**src/rtl/store_pkg.sv**
```systemverilog
// Shared constants and types for the store data unit: func3 encodings,
// FSM state encoding, queue entry layout and default queue depth.
package store_pkg;

   localparam logic [2:0] SB = 3'b000;
   localparam logic [2:0] SH = 3'b001;
   localparam logic [2:0] SW = 3'b010;

   localparam int DEFAULT_DEPTH = 2;

   typedef enum logic [0:0] {
      IDLE  = 1'b0,
      WRITE = 1'b1
   } state_t;

   typedef struct packed {
      logic [31:0] addr;
      logic [31:0] wdata;
      logic [3:0]  byteen;
   } entry_t;

   function automatic logic is_legal(input logic [2:0] f);
      return (f == SB) || (f == SH) || (f == SW);
   endfunction

endpackage

```
**src/rtl/store_data_unit_if.sv**
```systemverilog
// Store request and memory write bundle between the MEM stage, the store
// data unit and the data memory.
interface store_data_unit_if;

   logic        st_valid;
   logic [2:0]  func3;
   logic [31:0] st_addr;
   logic [31:0] st_data;
   logic        st_stall;
   logic        misalign_err;

   logic        mem_write;
   logic [31:0] mem_addr;
   logic [31:0] mem_wdata;
   logic [3:0]  mem_byteen;
   logic        mem_busywait;

   modport master (
      output st_valid, func3, st_addr, st_data, mem_busywait,
      input  st_stall, misalign_err, mem_write, mem_addr, mem_wdata, mem_byteen
   );

   modport slave (
      input  st_valid, func3, st_addr, st_data, mem_busywait,
      output st_stall, misalign_err, mem_write, mem_addr, mem_wdata, mem_byteen
   );

endinterface

```
**src/rtl/store_lane_formatter.sv**
```systemverilog
// Combinational store formatter: word address, lane placement, byte enables,
// legality and alignment check of one store request.
module store_lane_formatter
   import store_pkg::*;
(
   input  logic [2:0]  func3,
   input  logic [31:0] addr,
   input  logic [31:0] data,
   output logic        legal,
   output logic        misaligned,
   output entry_t      entry
);

   always_comb begin
      legal        = 1'b0;
      misaligned   = 1'b0;
      entry.addr   = {addr[31:2], 2'b00};
      entry.wdata  = 32'h0;
      entry.byteen = 4'b0000;
      case (func3)
         SB: begin
            legal        = 1'b1;
            entry.byteen = 4'b0001 << addr[1:0];
            entry.wdata  = {24'h0, data[7:0]} << {addr[1:0], 3'b000};
         end
         SH: begin
            legal      = 1'b1;
            misaligned = addr[0];
            if (addr[1]) begin
               entry.byteen = 4'b1100;
               entry.wdata  = {data[15:0], 16'h0};
            end else begin
               entry.byteen = 4'b0011;
               entry.wdata  = {16'h0, data[15:0]};
            end
         end
         SW: begin
            legal        = 1'b1;
            misaligned   = (addr[1:0] != 2'b00);
            entry.byteen = 4'b1111;
            entry.wdata  = data;
         end
         default: ;
      endcase
   end

endmodule

```
**src/rtl/store_data_unit.sv**
```systemverilog
// Store data unit: formats MEM-stage stores into a DEPTH-entry FIFO and
// drains it to data memory one word write at a time.
module store_data_unit
   import store_pkg::*;
#(
   parameter int DEPTH = DEFAULT_DEPTH
)(
   input  logic CLK,
   input  logic RESET,
   store_data_unit_if.slave bus
);

   localparam int PTR_W = (DEPTH > 1) ? $clog2(DEPTH) : 1;
   localparam int CNT_W = $clog2(DEPTH + 1);

   logic             legal;
   logic             misaligned;
   entry_t           fmt;
   entry_t           q [DEPTH];
   logic [PTR_W-1:0] rd_ptr;
   logic [PTR_W-1:0] wr_ptr;
   logic [CNT_W-1:0] count;
   logic [CNT_W-1:0] count_next;
   logic             full;
   logic             push;
   logic             pop;
   logic             misalign_q;
   logic             mem_write_q;
   state_t           state;

   function automatic logic [PTR_W-1:0] ptr_inc(input logic [PTR_W-1:0] p);
      return (p == PTR_W'(DEPTH - 1)) ? '0 : p + PTR_W'(1);
   endfunction

   store_lane_formatter u_fmt (
      .func3      (bus.func3),
      .addr       (bus.st_addr),
      .data       (bus.st_data),
      .legal      (legal),
      .misaligned (misaligned),
      .entry      (fmt)
   );

   // Full is taken from the registered count so a same-edge pop never frees a slot early.
   assign full       = (count == CNT_W'(DEPTH));
   assign push       = bus.st_valid & legal & ~misaligned & ~full;
   assign pop        = (state == WRITE) & ~bus.mem_busywait;
   assign count_next = count + CNT_W'(push) - CNT_W'(pop);

   assign bus.st_stall     = full;
   assign bus.misalign_err = misalign_q;
   assign bus.mem_write    = mem_write_q;
   assign bus.mem_addr     = q[rd_ptr].addr;
   assign bus.mem_wdata    = q[rd_ptr].wdata;
   assign bus.mem_byteen   = q[rd_ptr].byteen;

   always_ff @(posedge CLK or posedge RESET) begin
      if (RESET) begin
         for (int i = 0; i < DEPTH; i++) q[i] <= '0;
         rd_ptr     <= '0;
         wr_ptr     <= '0;
         count      <= '0;
         misalign_q <= 1'b0;
      end else begin
         if (push) begin
            q[wr_ptr] <= fmt;
            wr_ptr    <= ptr_inc(wr_ptr);
         end
         if (pop) rd_ptr <= ptr_inc(rd_ptr);
         count      <= count_next;
         misalign_q <= bus.st_valid & legal & misaligned;
      end
   end

   // Write FSM: mem_write is registered alongside the state so it is 1 exactly in WRITE.
   always_ff @(posedge CLK or posedge RESET) begin
      if (RESET) begin
         state       <= IDLE;
         mem_write_q <= 1'b0;
      end else begin
         case (state)
            IDLE: begin
               if (count_next != '0) begin
                  state       <= WRITE;
                  mem_write_q <= 1'b1;
               end
            end
            WRITE: begin
               if (pop && (count_next == '0)) begin
                  state       <= IDLE;
                  mem_write_q <= 1'b0;
               end
            end
            default: begin
               state       <= IDLE;
               mem_write_q <= 1'b0;
            end
         endcase
      end
   end

endmodule

```
**src/flat_wrapper.sv**
```systemverilog
// flat-port wrapper written by rule: the top's interface ports become plain ports
module store_data_unit_flat import store_pkg::*;
#(
   parameter int DEPTH = DEFAULT_DEPTH
)
  (CLK, RESET, bus_st_valid, bus_func3, bus_st_addr, bus_st_data, bus_mem_busywait, bus_st_stall, bus_misalign_err, bus_mem_write, bus_mem_addr, bus_mem_wdata, bus_mem_byteen);
  store_data_unit_if bus_i ();
  input  logic CLK;
  input  logic RESET;
  input wire logic [$bits(bus_i.st_valid)-1:0] bus_st_valid;
  input wire logic [$bits(bus_i.func3)-1:0] bus_func3;
  input wire logic [$bits(bus_i.st_addr)-1:0] bus_st_addr;
  input wire logic [$bits(bus_i.st_data)-1:0] bus_st_data;
  input wire logic [$bits(bus_i.mem_busywait)-1:0] bus_mem_busywait;
  output wire logic [$bits(bus_i.st_stall)-1:0] bus_st_stall;
  output wire logic [$bits(bus_i.misalign_err)-1:0] bus_misalign_err;
  output wire logic [$bits(bus_i.mem_write)-1:0] bus_mem_write;
  output wire logic [$bits(bus_i.mem_addr)-1:0] bus_mem_addr;
  output wire logic [$bits(bus_i.mem_wdata)-1:0] bus_mem_wdata;
  output wire logic [$bits(bus_i.mem_byteen)-1:0] bus_mem_byteen;
  assign bus_i.st_valid = bus_st_valid;
  assign bus_i.func3 = bus_func3;
  assign bus_i.st_addr = bus_st_addr;
  assign bus_i.st_data = bus_st_data;
  assign bus_i.mem_busywait = bus_mem_busywait;
  assign bus_st_stall = bus_i.st_stall;
  assign bus_misalign_err = bus_i.misalign_err;
  assign bus_mem_write = bus_i.mem_write;
  assign bus_mem_addr = bus_i.mem_addr;
  assign bus_mem_wdata = bus_i.mem_wdata;
  assign bus_mem_byteen = bus_i.mem_byteen;
  store_data_unit #(.DEPTH(DEPTH)) u_core (.CLK(CLK), .RESET(RESET), .bus(bus_i));
endmodule
```
**config.mk**
```make
export PLATFORM = sky130hd
export DESIGN_NAME = store_data_unit_flat
export DESIGN_NICKNAME = d
export VERILOG_FILES = /design/src/rtl/store_pkg.sv /design/src/rtl/store_data_unit_if.sv /design/src/rtl/store_lane_formatter.sv /design/src/rtl/store_data_unit.sv /design/src/flat_wrapper.sv
export SDC_FILE = /design/constraint.sdc
export NUM_CORES = 1
export LEC_CHECK = 0
export ABC_AREA = 1
export BUFFER_PORTS_ARGS = -buffer_cell sky130_fd_sc_hd__buf_2
export CORE_MARGIN = 4
export CORE_UTILIZATION = 55
export DETAILED_ROUTE_END_ITERATION = 8
export HOLD_SLACK_MARGIN = 0.06
export PLACE_DENSITY = 0.79
export SYNTH_ARGS = -nofsm -noshare
export SYNTH_HDL_FRONTEND = slang
export SYNTH_SLANG_ARGS = --single-unit
export TNS_END_PERCENT = 50
```
**constraint.sdc**
```tcl
create_clock -name CLK -period 5.8 [get_ports CLK]
set_clock_uncertainty 0.2 [all_clocks]
set_input_delay 1.16 -clock CLK [delete_from_list [all_inputs] [get_ports CLK]]
set_output_delay 1.16 -clock CLK [all_outputs]
set_load 0.005 [all_outputs]
```
==> impl_metrics.csv <==
group,metric,value,unit
sta,max_freq,271,MHz
die,pin_count,142,
worst_setup_path,cp-end-kind,"flip-flop",
clock_network,clockBufferDepth,2,
logic_synthesis,synth_top_area_share,46.4,%
worst_setup_path,worstPathArrival,3.84,ns
grt,overflow,0,
die,initial_core_util,56.3,%
logic_synthesis,avgSynthCellArea,6.86,µm²
sta,min_period,3.69,ns
grt,grt_pass1_wl,34.3,mm
detailed_routing,finalWirelength,20.7,mm
logic_synthesis,syn_inst,1091,
worst_setup_path,required,5.95,ns
logic_synthesis,synthTopCellsByArea,"dfrtp_1, nand2_1, nand3_1",
finish,drive_gt1_share,15.9,%
detailed_routing,drtPass1Iterations,6,
logic_synthesis,synth.distinct_cells,21,
finish,n_antenna_cell,0,
sta,final-hold-violation-count,0,
placement,gp_congestion,0.935,
detailed_routing,via_per_inst,5.45,
worst_hold_path,hold_path.class,"flip-flop to flip-flop",
grt,antenna_found_initial,0,
worst_setup_path,critPathLaunchType,"input port",
placement,hpwl,12.5,mm
clock_network,cts_tree,"done",
logic_synthesis,synth-edff-count,0,
logic_synthesis,ys_seq_area_share,46.4,%
die,rows,42,
logic_synthesis,yosys_warnings,0,
power_and_ir_drop,finalPower,4210,µW
clock_network,clk_latency,0.42,ns
die,core,13300,µm²
grt,grt_usage,26.8,%
placement,port_buffers,139,
sta,slew_viol_final,0,
finish,syn2layout_area_growth,17.0,%
sta,setup-tns-final,0,ns
detailed_routing,final_antenna_net_count,0,
power_and_ir_drop,p_per_area,480,nW/µm²
power_and_ir_drop,max-vdd-ir-drop,0.362,mV
die,fp.dieW,125,µm
worst_setup_path,crit_slowest_cell,"buf_4",
grt,grt_pass1_vias,6973,
clock_network,clock_sinks,139,
logic_synthesis,synthArstFlopShare,100,%
placement,placed_area,8120,µm²
sta,fin_crit_sh,63.6,%
worst_setup_path,slowest_delay,0.72,ns
finish,n_fill_cell,1156,
worst_setup_path,worstPathCellList,"buf_2, inv_1, nand2_1, nand3_2, nand2_1, nor2_4, buf_4, nand3_1, nand2_1",
sta,slew_headroom,39.6,%
logic_synthesis,ys_seq_elements,139,
logic_synthesis,synthMostInstantiatedCell,"nand2_1",
die,dieHeight,125,µm
detailed_routing,routedWlPerCell,15.1,µm
die,dieArea,15500,µm²
worst_setup_path,worst-path-max-fanout,82,
logic_synthesis,synth-main-ff-cell,"dfrtp_1",
clock_network,cts_resized,0,
detailed_routing,vias,7449,
sta,grt_setup_unrepaired,"false",
clock_network,cts.root.buffer_cell,"clkbuf_16",
run_status,status,"finished, final reports clean",
detailed_routing,drt-initial-drc-count,990,
finish,final_area,8760,µm²
detailed_routing,drc,0,
grt,grt_max_degree,100,
clock_network,postCtsHoldBufs,0,
clock_network,htreeDepth,4,
power_and_ir_drop,p_leak,0.00518,µW
clock_network,post_cts_buffers,0,
clock_network,cts_buffers,17,
sta,finalSetupViolations,0,
clock_network,clkSlewWorstSetupHoldPaths,0.06,ns
sta,worst_slew_pin_slew,0.905,ns
finish,fin_nets,1252,
logic_synthesis,synth_top_cell_by_area,"dfrtp_1",
worst_setup_path,path_class,"input port to flip-flop",
worst_setup_path,crit_path_frequent_cell,"nand2_1",
flow_run,maxCapViolations,0,
worst_setup_path,crit_family,"buffers and inverters",
logic_synthesis,synthTopCellsByCount,"nand2_1, nand3_1, dfrtp_1",
logic_synthesis,syn_area,7490,µm²
worst_setup_path,crit_buf_inv,3,
state kept, by name, indices dropped and copies added, names as in the netlist:
signal	count
u_core.state	1
u_core.rd_ptr	1
u_core.q	132
u_core.bus.mem_write	1
u_core.bus.misalign_err	1
u_core.wr_ptr	1
u_core.count	2
placed cells by master, fill, tap and decap left out, drive strengths merged:
| cell type | instances |
|---|---|
| nand2 | 539 |
| ha | 2 |
| o21ai | 2 |
| or2 | 1 |
| clkinvlp | 2 |
| buf | 151 |
| conb | 2 |
| inv | 40 |
| xor2 | 1 |
| nand4 | 11 |
| nand3 | 219 |
| clkinv | 4 |
| clkbuf | 21 |
| a21oi | 1 |
| nor2 | 50 |
| a21o | 1 |
| bufinv | 5 |
| dfrtp | 139 |
| o2111ai | 1 |
worst register-to-register path, stage by stage (launching register included):
cell and delay, ns:
dfrtp_1 0.40, nand2_1 0.13, nand4_1 0.16, nor2_4 0.54
buf_4 0.72, nand3_1 0.22, nand2_1 0.14
layer usage:
metal / routed length [µm] / share of wire, % / GRT usage, %
met2: 9610 / 46 / 42.1
met5: 0 / 0 / 0
met1: 8930 / 43 / 36.5
met3: 1740 / 8.4 / 6.09
met4: 447 / 2.2 / 9.80
power breakdown:
| part | internal (µW) | leakage [µW] | total (µW) | switching (µW) |
|---|---|---|---|---|
| combinational | 499 | 0.00307 | 1460 | 965 |
| clock | 774 | 0.000307 | 1190 | 416 |
| sequential | 1350 | 0.00181 | 1550 | 203 |
kinds of logic after synthesis:
family          Yosys count  synth area share (%)
compound gates            5                 0.418
xor+xnor                  1                 0.117
fa+ha+maj                 2                 0.334
buf+inv                 123                  7.28
flops                   139                  46.4
other cells               1                0.0501
simple gates            820                  45.4
stage by stage:
step,setup slack [ns],utilization [%],std cells,hold WS [ns]
2_1_floorplan,0.715,-,1092,0.242
3_3_place_gp,1.85,61.1,1336,0.254
3_5_place_dp,1.79,61.1,1336,0.258
4_1_cts,2.20,65.9,1368,0.272
5_1_grt,1.89,65.9,1368,0.284
6_report,2.11,65.9,1368,0.267
worst paths after layout:
| kind | cells after the start | endpoint | from | slack (ns) |
|---|---|---|---|---|
| min in group asynchronous | 2 | u_core.q[134] | RESET | 0.70 |
| max in group asynchronous | 3 | u_core.q[10] | RESET | 3.62 |
| setup reg to reg | 6 | u_core.q[58] | u_core.count[1] | 3.23 |
| hold reg to reg | 2 | u_core.q[64] | u_core.q[64] | 0.27 |
| hold / removal | 2 | u_core.q[64] | u_core.q[64] | 0.27 |
| setup / recovery | 9 | u_core.q[58] | bus_st_addr[1] | 2.11 |
layout make-up:
class,count,area [µm²],area share [%]
multi-input cells,830,3480,39.7
repair buffers,151,786,8.97
clock buffers,21,450,5.14
inverters,40,155,1.77
flip-flops and latches,139,3480,39.7
well taps,176,220,2.51
clock inverters,11,193,2.20
Power figures use the tool's default switching activity.
